--- config.mk ---
export PLATFORM = sky130hd
export DESIGN_NAME = bss_serial_subtractor
export DESIGN_NICKNAME = d
export VERILOG_FILES = /design/src/rtl/bss_serial_subtractor.sv
export SDC_FILE = /design/constraint.sdc
export NUM_CORES = 1
export LEC_CHECK = 0
export CAP_MARGIN = 20
export CORE_MARGIN = 4
export CORE_UTILIZATION = 50
export CTS_BUF_LIST = sky130_fd_sc_hd__clkbuf_4
export CTS_CLUSTER_DIAMETER = 150
export DETAILED_ROUTE_END_ITERATION = 8
export PLACE_DENSITY = 0.78
export REMOVE_ABC_BUFFERS = 1
export SLEW_MARGIN = 20
export SYNTH_ARGS = -nofsm -noshare
export SYNTH_HDL_FRONTEND = slang
export SYNTH_SLANG_ARGS = --single-unit
--- constraint.sdc ---
create_clock -name clk -period 10.9 [get_ports clk]
set_clock_uncertainty 0.2 [all_clocks]
set_input_delay 1.635 -clock clk [delete_from_list [all_inputs] [get_ports clk]]
set_output_delay 1.635 -clock clk [all_outputs]
set_load 0.005 [all_outputs]
--- src/rtl/bss_serial_subtractor.sv ---
// Borrow-skip serial subtractor: diff = a - b - bin, one GROUP-bit slice resolved per clock.
// Optional signed-overflow output enabled by defining BSS_SUB_OVF_EN.
module bss_serial_subtractor #(
  parameter int WIDTH = 32,
  parameter int GROUP = 4
) (
  input  logic                              clk,
  input  logic                              rst_n,
  input  logic                              in_valid,
  output logic                              in_ready,
  input  logic [WIDTH-1:0]                  a,
  input  logic [WIDTH-1:0]                  b,
  input  logic                              bin,
  output logic                              out_valid,
  input  logic                              out_ready,
  output logic [WIDTH-1:0]                  diff,
  output logic                              bout,
`ifdef BSS_SUB_OVF_EN
  output logic                              ovf,
`endif
  output logic [$clog2(WIDTH/GROUP+1)-1:0]  skip_cnt
);

  localparam int NG = WIDTH / GROUP;
  localparam int KW = (NG > 1) ? $clog2(NG) : 1;
  localparam int SW = $clog2(NG + 1);

  generate
    if ((WIDTH % GROUP) != 0) begin : g_bad_cfg
      $error("bss_serial_subtractor: WIDTH must be a multiple of GROUP");
    end
  endgenerate

  typedef enum logic [1:0] {
    S_IDLE = 2'd0,
    S_BUSY = 2'd1,
    S_DONE = 2'd2
  } state_t;

  state_t           state_q, state_d;
  logic [WIDTH-1:0] a_q, b_q, diff_q;
  logic             borrow_q;
  logic [KW-1:0]    k_q;
  logic [SW-1:0]    skip_q;
  logic             last_grp;

  logic [GROUP-1:0] ga, gb, gd;
  logic             rip, g_prop, g_bout;

  assign last_grp = (k_q == KW'(NG - 1));

  always_ff @(posedge clk or negedge rst_n) begin
    if (!rst_n) state_q <= S_IDLE;
    else        state_q <= state_d;
  end

  always_comb begin
    state_d = state_q;
    case (state_q)
      S_IDLE:  if (in_valid)  state_d = S_BUSY;
      S_BUSY:  if (last_grp)  state_d = S_DONE;
      S_DONE:  if (out_ready) state_d = S_IDLE;
      default:                state_d = S_IDLE;
    endcase
  end

  always_comb begin
    in_ready  = (state_q == S_IDLE);
    out_valid = (state_q == S_DONE);
  end

  // Ripple the current slice; a fully-propagating slice forwards its borrow-in unchanged.
  always_comb begin
    ga  = a_q[k_q*GROUP +: GROUP];
    gb  = b_q[k_q*GROUP +: GROUP];
    gd  = '0;
    rip = borrow_q;
    for (int i = 0; i < GROUP; i++) begin
      gd[i] = ga[i] ^ gb[i] ^ rip;
      rip   = (~ga[i] & gb[i]) | (~(ga[i] ^ gb[i]) & rip);
    end
    g_prop = &(~(ga ^ gb));
    g_bout = g_prop ? borrow_q : rip;
  end

`ifdef BSS_SUB_OVF_EN
  logic ovf_q;
`endif

  always_ff @(posedge clk or negedge rst_n) begin
    if (!rst_n) begin
      a_q      <= '0;
      b_q      <= '0;
      diff_q   <= '0;
      borrow_q <= 1'b0;
      k_q      <= '0;
      skip_q   <= '0;
`ifdef BSS_SUB_OVF_EN
      ovf_q    <= 1'b0;
`endif
    end else begin
      case (state_q)
        S_IDLE: begin
          if (in_valid) begin
            a_q      <= a;
            b_q      <= b;
            borrow_q <= bin;
            k_q      <= '0;
            skip_q   <= '0;
            diff_q   <= '0;
`ifdef BSS_SUB_OVF_EN
            ovf_q    <= 1'b0;
`endif
          end
        end
        S_BUSY: begin
          diff_q[k_q*GROUP +: GROUP] <= gd;
          borrow_q                   <= g_bout;
          skip_q                     <= skip_q + SW'(g_prop);
          if (!last_grp) k_q <= k_q + 1'b1;
`ifdef BSS_SUB_OVF_EN
          // Last slice holds the sign bit, so its fresh MSB is the result sign.
          if (last_grp)
            ovf_q <= (a_q[WIDTH-1] != b_q[WIDTH-1]) && (gd[GROUP-1] != a_q[WIDTH-1]);
`endif
        end
        default: ;
      endcase
    end
  end

  assign diff     = diff_q;
  assign bout     = borrow_q;
  assign skip_cnt = skip_q;
`ifdef BSS_SUB_OVF_EN
  assign ovf      = ovf_q;
`endif

endmodule

# Yosys cells after proc, flatten, opt, wreduce, memory -nomap -nowiden
# Index checks and enable logic that the tools add are counted.
# op_classes
n_addsub,3
n_eq_ne,8
shift,4
mux,15
n_bitwise,30
reduce_logical,8
# op_table
cell,count
$pmux 32 s2,1
$shiftx 32x6->4,2
$neg 5->34,1
$shift 4x34->32 const A,1
$shiftx 4x34->32,1
$bwmux 32,1
$mux 32,1
$reduce_and 3->1,3
$and 1x1->1,8
$ne 2x2->1 const B,4
$not 1->1,8
$pmux 4 s2,1
$xor 1x1->1,8
$mux 2,3
$mux 3,2
$pmux 2 s3,1
$pmux 3 s2,1
$add 4x1->4,1
$mux 4,1
$not 4->4,1
$or 1x1->1,4
$reduce_and 2->1,2
$reduce_and 4->1,1
$xor 4x4->4,1
other kinds (9),10
# word_totals
reg_bits,106
word_cells,75

# Logic depth before layout (Yosys ltp)
# Gate-level depths: netlist of run 1.
# logic_depth
depth_word,13
depth_mapped,13
depth_no_buf,11

# Least setup slack after synthesis of run 1
# OpenSTA, ideal clock, no wires.
# synth_path
kind,register to register
from,register k_q[0]
to,"register diff_q[31], in the netlist diff[31]"
setup_time_ns,0.079
arrival_ns,3.427
t_required_ns,10.621
slack_ns,7.194
stages_incl_launch_ff,13
path_buffers,2
synth_period_minus_slack_ns,3.706
path_cell_list,dfrtp_1 -> buf_4 -> buf_4 -> mux4_2 -> mux2i_1 -> fa_1 -> inv_1 -> fa_1 -> fa_1 -> inv_1 -> fa_1 -> or3_1 -> mux2i_1
# synth_between
elab_chain_len,13
word_cells_on_any_way,30
classes_between,add/sub (1); shift (4); mux (2); bitwise (23)
# synth_lines
item,line,rtl
start: declaration,43,logic [KW-1:0] k_q;
start signal: assignment,120,if (!last_grp) k_q <= k_q + 1'b1;
$shiftx 32x6->4 (on tied branches),"74, 75",
$xor 1x1->1,"79, 80",
$not 1->1,80,rip = (~ga[i] & gb[i]) | (~(ga[i] ^ gb[i]) & rip);
$and 1x1->1,80,
$or 1x1->1,80,
$and 1x1->1,80,
$or 1x1->1,80,
$and 1x1->1,80,
$or 1x1->1,80,
$xor 1x1->1,79,gd[i] = ga[i] ^ gb[i] ^ rip;
$shiftx 4x34->32,117,diff_q[k_q*GROUP +: GROUP] <= gd;
$bwmux 32 *,117,
$pmux 32 s2 *,102,case (state_q)
end signal: indexed assignment,117,
end: declaration,41,"logic [WIDTH-1:0] a_q, b_q, diff_q;"
# Every way passes the cells marked *; elsewhere a longest branch is shown, timed or not.
# A chain may end at the register's enable or synchronous reset.

# Final worst setup path of run 1
# Same ends and word-level chain as after synthesis.

==> results.toml, run 1 <==
[status]
status = "completed"

[clock_network]
cts_tree = "yes"
post_cts_resize_count = 0
cts.clk_slew.worst_paths_ns = 0.16
cts_hold_buf = 0
cts-root-buf = "clkbuf_4"
htree_levels = 3
cts-buffers-inserted = 9
cts.sinks = 106
cts_setup_buffers = 0
clk_latency_ns = 0.47
ctsLongestPathBuffers = 2

[sta]
holdWs_ns = 0.292
grt_setup_unrepaired = "false"
tns_ns = 0
worst_slack_ns = 6.55
maxSlewHeadroom = 0.555
slew_viol_final = 0
fmax_mhz = 230
finalHoldViolations = 0
worstMarginPinSlew_ns = 0.668
min_period_ns = 4.35
setup_viol = 0
min_period_over_period = 0.399

[power_and_ir_drop]
p_int_uw = 1150
power_frac_seq = 0.354
clkPwrFrac = 0.119
p_leak_uw = 0.00311
power_switching_uw = 778
combPwrFrac = 0.527
power_uw = 1930
peakVddDrop_mv = 0.121
powerDensity_nw_per_um2 = 298
p_sw_frac = 0.403

[floorplanning]
die-area_sq_um = 12100
std_cell_rows = 36
die_x_um = 110
die_h_um = 110
start_util = 0.523
ios = 108
core_area_sq_um = 9910

[yosys]
synthCells = 516
yosysTopAreaCellShare = 0.512
synth_seq_area_share = 0.512
ys_warn_count = 0
synth_cell_types = 34
synthTopCellsByArea = "dfrtp_1, nand2_1, mux4_2, mux2i_1, ha_1"
synth_top_area_cell = "dfrtp_1"
ys_ff_latch = 106
synth_area_sq_um = 5180
syn_area_per_cell_sq_um = 10.0

[critical_path]
crit_fanout = 14
required_ns = 11.11
critPathArrivalTime_ns = 4.56
crit_chain = "buf_4, mux4_2, mux2i_1, fa_1, inv_1, fa_1, fa_1, inv_1, fa_1, or3_1, mux2i_1"
crit_type = "reg -> reg"
max_stage_delay_ns = 0.71
crit_slowest_cell = "dfrtp_1"
crit_path_frequent_cell = "fa_1"
crit_path_end_kind = "register"
critPathLaunchType = "register"

[place]
gp_routability_congestion = 0.775
detailed_place_hpwl_um = 8260
port_buffers = 107
dp_cells = 730
pre_cts_slack_ns = 6.56

[global_route]
grt_max_degree = 102
met2_usage = 0.313
grt.busiest_layer = "met2"
grt_pass1_vias = 3797
grt_overflow = 0
grt_pass1_wl_um = 18400
gr-usage-met3 = 0.0294
groute.layer.met1.usage = 0.278
antenna_found_initial = 0
grt_usage = 0.198

[route]
wirelength_um = 11200
postRouteAntennaNets = 0
drc_errors = 0
avgViaCountPerCell = 5.10
drt-initial-drc-count = 217
vias = 3812
wl_per_cell_um = 15.0
drt_pass1_iterations = 4

[final_layout]
fin_nets = 695
drive_gt1_frac = 0.0782
multi_input_area_sq_um = 2320
num_antenna_cells = 0
final_cells = 747
regArea_sq_um = 2650
synthToLayoutAreaGrowth_pct = 24.7
n_fill_cell = 798

[worst_hold_path]
holdCritPathClass = "reg -> reg"

[job]
cap_viol_max_count = 0
## registers in the layout (all words and copies together) (netlist names)
signal and cells:
skip_cnt 4, diff 32, b_q 32, k_q 3, bout 1, a_q 32, state_q 2
## stage by stage
stage	area (sq um)	util
final	6460	0.652
after detailed placement	6270	0.633
after global placement	6270	0.633
after CTS	6440	0.650
after floorplan	5000	-
after global routing	6460	0.652
## path summary, 6_finish.rpt
path                              start        to  slack [ns]  depth (start not counted)
min in group asynchronous         rst_n  diff[12]        0.96                          1
worst min register to register  b_q[13]   b_q[13]        0.29                          2
worst max-delay path             k_q[0]  diff[31]        6.55                         11
max in group asynchronous         rst_n    a_q[7]        8.43                          2
worst min-delay path            b_q[13]   b_q[13]        0.29                          2
worst max register to register   k_q[0]  diff[31]        6.55                         11
## Yosys cell counts
cell / count
mux2i_1: 34
and3_1: 3
buf_6: 5
mux2_2: 1
and4_1: 1
ha_1: 13
o21ai_1: 1
xor2_1: 2
nor4b_4: 3
nor3b_2: 1
buf_4: 2
buf_2: 20
nor3_1: 3
or3_1: 4
nand2b_1: 4
nor3b_1: 3
fa_1: 4
o31a_1: 1
nor3_4: 1
nand3b_1: 3
clkbuf_1: 3
nand4b_2: 1
inv_1: 9
a22o_1: 3
nor2_1: 4
nor2b_1: 3
and2_1: 4
dfrtp_1: 106
nand3_1: 7
or3b_1: 1
o211a_1: 1
inv_2: 1
mux4_2: 16
nand2_1: 248
## power groups by stage
stage | registers, uW | clock network, uW | logic, uW
CTS | 683 | 234 | 1020
finish | 682 | 230 | 1020
global placement | 684 | 0 | 981
floorplan | 684 | 0 | 658
global route | 704 | 252 | 1140
detailed placement | 693 | 0 | 1020
## area by class of cell
cell class                 instances  area share
clock buffer                       9      0.0105
clock inverter                     7      0.0159
inverter                          10     0.00581
multi-input combinational        370       0.358
sequential                       106       0.411
tap                              133      0.0258
timing repair buffer             112       0.173
## kinds of logic (layout without fill, tap and decap cells)
kind of cell,after synthesis,after routing,share of synthesized area
fa+ha+maj,17,17,0.0468
compound gates,6,6,0.00966
mux,51,51,0.137
xor+xnor,2,2,0.00338
flops,106,106,0.512
simple gates,294,294,0.248
buf+inv,40,138,0.0425
## layout by cell type, fill, tap and decap left out
master and count:
nand2_1 248, dfrtp_1 106, clkdlybuf4s50_1 106, mux2i_1 34, mux4_2 16, ha_1 13
inv_1 9, clkbuf_4 9, nand3_1 7, buf_4 5, and2_1 4, nor2_1 4
nand2b_1 4, or3_1 4, fa_1 4, nor2b_1 3, and3_1 3, nand3b_1 3
a22o_1 3, nor4b_4 3, nor3_1 3, clkinvlp_4 3, nor3b_1 2, nor3b_2 2
xor2_1 2, bufinv_16 2, inv_2 1, and4_1 1, or3b_4 1, o31a_1 1
nor3_4 1, nand4b_2 1, mux2_2 1, o211a_1 1, o21ai_1 1, clkinv_4 1
inv_8 1, buf_12 1
## metal layers
| metal | wire length [um] | vias to the layer above |
|---|---|---|
| met2 | 5250 | 129 |
| met1 | 5050 | 1813 |
| met4 | 178 | 0 |
| li1 | - | 1852 |
| met3 | 700 | 18 |
| met5 | 0 | - |
## worst max-delay path, delay by kind of cell, from the launching register on
kind          cells  cell delay, ns
mux               3            1.00
buf+inv           3            0.51
flops             1            0.71
simple gates      1            0.40
fa+ha+maj         4            1.44
No activity file was read; power rests on OpenSTA's default activity.
==> run 2: changes to the inputs <==
clock period = 4.1 ns   (was 10.9 ns; I/O delays follow)
==> results.toml, run 2 (synthesis results as in run 1) <==
[status]
status = "finished with violations"
violations = "hold timing"

[route]
vias = 3802
wirelength_um = 11400
drt-initial-drc-count = 173
drt_pass1_iterations = 4
postRouteAntennaNets = 0
avgViaCountPerCell = 5.06
drc_errors = 0
wl_per_cell_um = 15.2

[critical_path]
crit_path_frequent_cell = "fa_1"
crit_path_end_kind = "register"
crit_type = "reg -> reg"
crit_fanout = 10
cp_top_family = "adder cells"
critPathLaunchType = "register"
crit_slowest_cell = "dfrtp_1"
crit_start = "k_q[1]"
worstReg2RegStart = "k_q[1]"
reg2reg_to = "diff[31]"
r2r_cells = 10
crit_chain = "mux4_2, mux2i_1, fa_1, inv_1, fa_1, fa_1, inv_1, fa_1, or3_1, mux2i_1"
cp_num_cells = 10
critPathArrivalTime_ns = 3.98
cp-endpoint = "diff[31]"
reg2reg_slack_ns = 0.31
path_buf_inv = 2
max_stage_delay_ns = 0.64
required_ns = 4.29

[clock_network]
cts.clk_slew.worst_paths_ns = 0.16
ctsLongestPathBuffers = 2
cts_tree = "yes"
post_cts_resize_count = 0
clk_latency_ns = 0.47
cts_setup_buffers = 0
cts_hold_buf = 0
cts-root-buf = "clkbuf_4"
cts-buffers-inserted = 9
htree_levels = 3
cts.sinks = 106

[sta]
min_period_ns = 3.79
worstMarginPinSlew_ns = 0.792
fmax_mhz = 264
holdWs_ns = -0.0208
slew_viol_final = 0
min_period_over_period = 0.924
finalHoldViolations = 22
grt_setup_unrepaired = "false"
setup_viol = 0
maxSlewHeadroom = 0.472

[final_layout]
post-route-util = 0.653
fin_nets = 700
final_cell_mix = "nand2_1, dfrtp_1, clkdlybuf4s50_1"
drive_gt1_frac = 0.0856
final_cells = 752
num_antenna_cells = 0
synthToLayoutAreaGrowth_pct = 24.9
final_cell_area_sq_um = 6470
final_common_cell = "nand2_1"

[global_route]
grt_pass1_vias = 3937
antenna_found_initial = 0
grt_max_degree = 89
grt_usage = 0.202
grt_pass1_wl_um = 18900
grt_overflow = 0

[place]
gp_routability_congestion = 0.826
dp_cells = 736
place_area_sq_um = 6320
port_buffers = 107
detailed_place_hpwl_um = 8610

[floorplanning]
core_area_sq_um = 9910
ios = 108
die_h_um = 110
die_x_um = 110
std_cell_rows = 36
start_util = 0.523
die-area_sq_um = 12100

[power_and_ir_drop]
powerDensity_nw_per_um2 = 793
peakVddDrop_mv = 0.346
p_leak_uw = 0.00313

[job]
cap_viol_max_count = 0

[worst_hold_path]
holdCritPathClass = "in -> async"
## run 2: worst min path at each step
stage	start	slack, ns	to
after floorplan	rst_n	0.12	a_q[0]
after global placement	b_q[9]	0.25	b_q[9]
after detailed placement	b_q[6]	0.26	b_q[6]
after CTS	rst_n	0.16	diff[12]
after global routing	rst_n	0.02	diff[28]
final	rst_n	-0.02	diff[12]
## run 2: power by group
group	switching [uW]	leakage (uW)	total [uW]	internal [uW]
combinational	1430	0.00169	2750	1320
sequential	306	0.00136	1810	1510
clock	369	0.0000766	567	198
## run 2: layer usage
metal / global-route usage / share of wire / vias up
li1: - / - / 1863
met1: 0.276 / 0.45 / 1823
met2: 0.331 / 0.49 / 105
met3: 0.0388 / 0.049 / 11
met4: 0.0552 / 0.012 / 0
met5: 0 / 0 / -
## run 2: cell type report
type | instances | area [sq um]
Fill cell | 825 | 3440
Sequential cell | 106 | 2650
Multi-Input combinational cell | 370 | 2320
Timing Repair Buffer | 117 | 1150
Tap cell | 133 | 166
Clock inverter | 7 | 85.1
Clock buffer | 9 | 67.6
Inverter | 10 | 37.5
## run 2: per-stage QoR
step / setup slack [ns] / TNS [ns] / total power, uW
CTS: 0.315 / 0 / 5170
detailed placement: 0.362 / 0 / 4610
floorplan: -1.12 / -35.70 / 3570
global route: 0.118 / 0 / 5580
finish: 0.311 / 0 / 5130
global placement: 0.519 / 0 / 4490
==> edit 1 (settings of run 1) <==
Put one more register stage on the output `skip_cnt`, cleared by the reset. The value now appears one clock later. The other outputs are not delayed to match.
--- a/src/rtl/bss_serial_subtractor.sv
+++ b/src/rtl/bss_serial_subtractor.sv
@@ -132,5 +132,11 @@
   assign diff     = diff_q;
   assign bout     = borrow_q;
-  assign skip_cnt = skip_q;
+  always_ff @(posedge clk or negedge rst_n) begin
+    if (!rst_n) begin
+      skip_cnt <= '0;
+    end else begin
+      skip_cnt <= skip_q;
+    end
+  end
 `ifdef BSS_SUB_OVF_EN
   assign ovf      = ovf_q;
Function: changed (a bounded check fails within 4 cycles, from zero or initial values and one cycle with rst_n low).
==> edit 1 against run 1 <==
  * Fmax increased by 3.4%
  * Setup slack improved by 0.14 ns
  * Routed wire length is 4.4% higher
  * Sequential power grew 7.8%
  * Critical path depth down 1
  * Die area up 4.5%
  * Final area rose by 3.0%
  * Sequential cell count grew 4
  * Global-route usage down 1.2 points
  * Power up 3.9%
  * Final cell count increased by 2.9%
  * Clock power shrank 20%
  * Synthesized area is 4.9% higher
  * Highest routed layer unchanged
==> edit 1: results (changes against run 1) <==
The commonest cells after synthesis are nand2_1 (242), dfrtp_1 (110), mux2i_1 (42). The total routing usage reported by global routing came out at 18.6% (-1.2 points). The worst slew margin relative to its limit is 36.2% (-19 points). The total placed cells including tap cells is 752 (+3.0%).

The largest buffer count on any clock path is 2 (unchanged). The startpoint identified for the worst hold timing path is skip_q[0]$_DFFE_PN0P_. The met1 wire length came out at 5140 microns (+1.8%). The total met3 wirelength after detailed routing came out at 515 microns (-26%). The leakage power is 0.00326 uW (+4.8%). The full die area came out at 12600 sq um (+4.5%).

The placer's final routability congestion estimate came out at 0.822 (+6.1%). After synthesis, the cell types taking the most area are dfrtp_1 (51%), nand2_1 (17%), mux2i_1 (7.7%). The wire length on met2 is 5920 microns (+13%).

The post-placement cell area came out at 6520 sq um (+4.0%). The latest clock arrival within the worst-skew pair came out at 0.45 ns (-0.02 ns). The core area is 10500 sq um (+5.6%). The run finished with clean final reports.

The detailed placement HPWL came out at 8650 microns (+4.7%). After clock tree synthesis, the clock-pin slew on the worst setup and hold paths is 0.17 ns. In the synthesized netlist the dominant register cell turns out to be dfrtp_1. The highest fanout seen on the critical path came out at 38 (+24). The fraction of final layout cells sized beyond drive strength 1 was 9.00% (+1.2 points). The synthesized area divided by synthesized cell count was 10.2 sq um (+1.2%).

In this run the top signal layer used is met4. The number of inserted diodes came out at 0 (unchanged). The sequential cell area fraction in the yosys report is 50.6% (-0.55 points). The total vias in the final route is 4006 (+5.1%). The worst min-delay path class is reg -> reg. The hold slack is 0.217 ns (-0.0745 ns). The wire length of the first global-routing pass was 19400 microns (+5.3%). The total detailed-routing wirelength came out at 11700 microns (+4.4%). The depth of the worst register-to-register path is 10 (-1). The number of buffers inserted during clock tree synthesis came to 9 (unchanged). The slowest stage of the critical path belongs to the cell dfrtp_2.

In this run the critical register-to-register path is captured at diff[7]$_DFFE_PN0P_. The initial DRC count came out at 223 (+2.8%). The worst reg-to-reg setup slack is 6.69 ns (+0.14 ns).

The arrival time reported for the critical path endpoint came to 4.39 ns (-0.17 ns). The switching power came to 850 uW (+9.3%). The peak ir drop on the vdd network is 0.152 mV (+25%). For hold timing, the worst endpoint is skip_cnt[0]$_DFF_PN0_. The maximum number of pins on one net before global-route repair is 101 (-0.98%). The highest cell delay on the worst timing path was 1.03 ns (+0.32 ns). The number of post-CTS setup repair buffers is 0 (unchanged). The number of instances on the worst hold path came out at 0 (-2). The net total in the final layout came out at 714 (+2.7%). The distinct cell type count after synthesis is 38 (+12%). The number of standard cells in the final layout excluding fillers came out at 769 (+2.9%).
edit 1: worst max-delay path by stage:
stage	depth (start not counted)	startpoint	slack, ns	to
floorplan	3	in_valid	6.42	k_q[0]$_DFFE_PN0P_
global placement	10	k_q[0]$_DFFE_PN0P_	6.76	diff[7]$_DFFE_PN0P_
detailed placement	10	k_q[0]$_DFFE_PN0P_	6.65	diff[7]$_DFFE_PN0P_
CTS	10	k_q[0]$_DFFE_PN0P_	6.64	diff[7]$_DFFE_PN0P_
global route	10	k_q[0]$_DFFE_PN0P_	6.42	diff[23]$_DFFE_PN0P_
finish	10	k_q[0]$_DFFE_PN0P_	6.69	diff[7]$_DFFE_PN0P_
edit 1: cell families (layout without fill, tap and decap cells):
group	after synthesis	in the layout	share of synthesized area, %
adders and majority gates	17	17	4.47
DFF	110	110	50.6
muxes	59	59	12.9
xor gates and xnor gates	2	2	0.322
buffers and inverters	39	137	4.14
AOI/OAI and AO/OA	18	18	2.69
and+or+nand+nor	290	290	24.8
edit 1: power by group through the flow:
stage | combinational (uW) | clock (uW) | sequential [uW]
2_1_floorplan | 731 | 0 | 704
3_3_place_gp | 1040 | 0 | 737
3_5_place_dp | 1090 | 0 | 747
4_1_cts | 1090 | 187 | 737
5_1_grt | 1210 | 203 | 761
6_report | 1090 | 183 | 735
edit 1: metal layers:
metal  track usage (%)  up-vias
met3              3.02        9
met1              25.1     1966
li1                  -     1941
met5                 0        -
met4              4.17        0
met2              31.7       90
edit 1: cell type report:
| cell class | instances | area [sq um] |
|---|---|---|
| fillers | 912 | 3810 |
| flip-flops and latches | 110 | 2750 |
| multi-input cells | 386 | 2470 |
| repair buffers | 111 | 1110 |
| well taps | 136 | 170 |
| clock buffers | 9 | 67.6 |
| clock inverters | 7 | 48.8 |
| inverters | 10 | 37.5 |
edit 1: metrics by stage:
stage | worst slack (ns) | utilization, %
2_1_floorplan | 6.42 | -
3_3_place_gp | 6.76 | 62.3
3_5_place_dp | 6.65 | 62.3
4_1_cts | 6.64 | 63.4
5_1_grt | 6.42 | 63.6
6_report | 6.69 | 63.6
==> edit 2 (settings of run 1) <==
Without the edit above. Add a define of `BSS_SUB_OVF_EN`.
--- a/src/rtl/bss_serial_subtractor.sv
+++ b/src/rtl/bss_serial_subtractor.sv
@@ -1,4 +1,6 @@
 // Borrow-skip serial subtractor: diff = a - b - bin, one GROUP-bit slice resolved per clock.
 // Optional signed-overflow output enabled by defining BSS_SUB_OVF_EN.
+`define BSS_SUB_OVF_EN
+
 module bss_serial_subtractor #(
   parameter int WIDTH = 32,
Check against the original RTL (old outputs only; new: ovf): equivalent (Yosys induction, for registers that start in step).
==> edit 2 against run 1 <==
  * Routed wire length increased by 4.6%
  * Synthesized area up 0.39%
  * Setup slack worse by 0.025 ns
  * Critical path type unchanged
  * Worst hold slack worse by 0.0016 ns
  * Final cell count up 1.6%
  * Via count rose by 4.7%
  * Sequential cell count grew 1
  * Power increased by 0.82%
  * Clock power decreased by 26%
  * Final area fell by 0.41%
==> edit 2: results (changes against run 1) <==
The run finished with clean final reports. The top achievable clock speed is 229 MHz (-0.58%). The initial DRC count was 175 (-19%). The highest cell delay on the worst timing path was 1.05 ns (+0.34 ns).

The global-route met1 utilization is 27.5% (-0.35 points). The latest clock arrival within the worst-skew pair came out at 0.45 ns (-0.02 ns). The via count of the first global-routing pass is 4055 (+6.8%).

The wire length on met2 was 5850 microns (+11%). The arrival time reported for the critical path endpoint is 4.53 ns (-0.03 ns). The met3 track utilization from global routing came out at 2.97% (+0.034 points). The peak ir drop on the vdd network is 0.169 mV (+40%).

The worst slew margin relative to its limit is 34.8% (-21 points). The wire length of the first global-routing pass came out at 19500 microns (+5.6%). The number of standard cells in the final layout excluding fillers came out at 759 (+1.6%).

The post-placement cell area came out at 6310 sq um (+0.64%). The total met3 wirelength after detailed routing came out at 501 microns (-28%). The area fraction in compound gates after synthesis was 5.87% (+4.9 points). The highest fanout seen on the critical path came out at 40 (+26). The maximum number of pins on one net before global-route repair is 96 (-5.9%). The xor and xnor fraction of the mapped netlist area came out at 0.168% (-0.17 points).

The total placed cells including tap cells is 744 (+1.9%). The total vias in the final route was 3992 (+4.7%). Among all stages on the critical path, the largest delay is contributed by dfrtp_2.

The net total in the final layout is 709 (+2.0%). The number of filler cells placed in the layout came out at 855 (+7.1%). The met1 wire length is 5210 microns (+3.2%). The synthesized area divided by synthesized cell count came out at 9.80 sq um (-2.4%).

The total routing usage reported by global routing came to 20.4% (+0.59 points).
-- edit 2: cell types whose count changed in the layout (fill, tap and decap cells not counted), sizes merged, moves of 5 or more --
| cell | before | now |
|---|---|---|
| nand2 | 248 | 230 |
| mux2i | 34 | 40 |
| nor3 | 4 | 9 |
| mux2 | 1 | 9 |
| mux4 | 16 | 4 |
| a22oi | 0 | 6 |
-- edit 2: how the worst min path moves through the flow --
stage | to | slack [ns] | from
2_1_floorplan | a_q[13]$_DFFE_PN0P_ | 0.24 | a_q[13]$_DFFE_PN0P_
3_3_place_gp | a_q[30]$_DFFE_PN0P_ | 0.25 | a_q[30]$_DFFE_PN0P_
3_5_place_dp | b_q[29]$_DFFE_PN0P_ | 0.26 | b_q[29]$_DFFE_PN0P_
4_1_cts | b_q[29]$_DFFE_PN0P_ | 0.29 | b_q[29]$_DFFE_PN0P_
5_1_grt | b_q[29]$_DFFE_PN0P_ | 0.31 | b_q[29]$_DFFE_PN0P_
6_report | b_q[29]$_DFFE_PN0P_ | 0.29 | b_q[29]$_DFFE_PN0P_
-- edit 2: layout make-up --
cell class | instances | area, sq um | area share (%)
Tap cell | 133 | 166 | 2.59
Sequential cell | 107 | 2680 | 41.6
Inverter | 11 | 41.3 | 0.642
Clock inverter | 4 | 28.8 | 0.447
Timing Repair Buffer | 111 | 1110 | 17.3
Multi-Input combinational cell | 383 | 2330 | 36.2
Clock buffer | 10 | 75.1 | 1.17
-- edit 2: power by group --
group	internal (uW)	switching (uW)
clock network	48.2	123
logic	489	563
registers	568	151
total	1110	837
-- edit 2: logic make-up after synthesis --
group                      Yosys count
and+or+nand+nor                    275
DFF                                107
muxes                               53
buffers and inverters               41
AOI/OAI and AO/OA                   37
adders and majority gates           17
xor gates and xnor gates             1
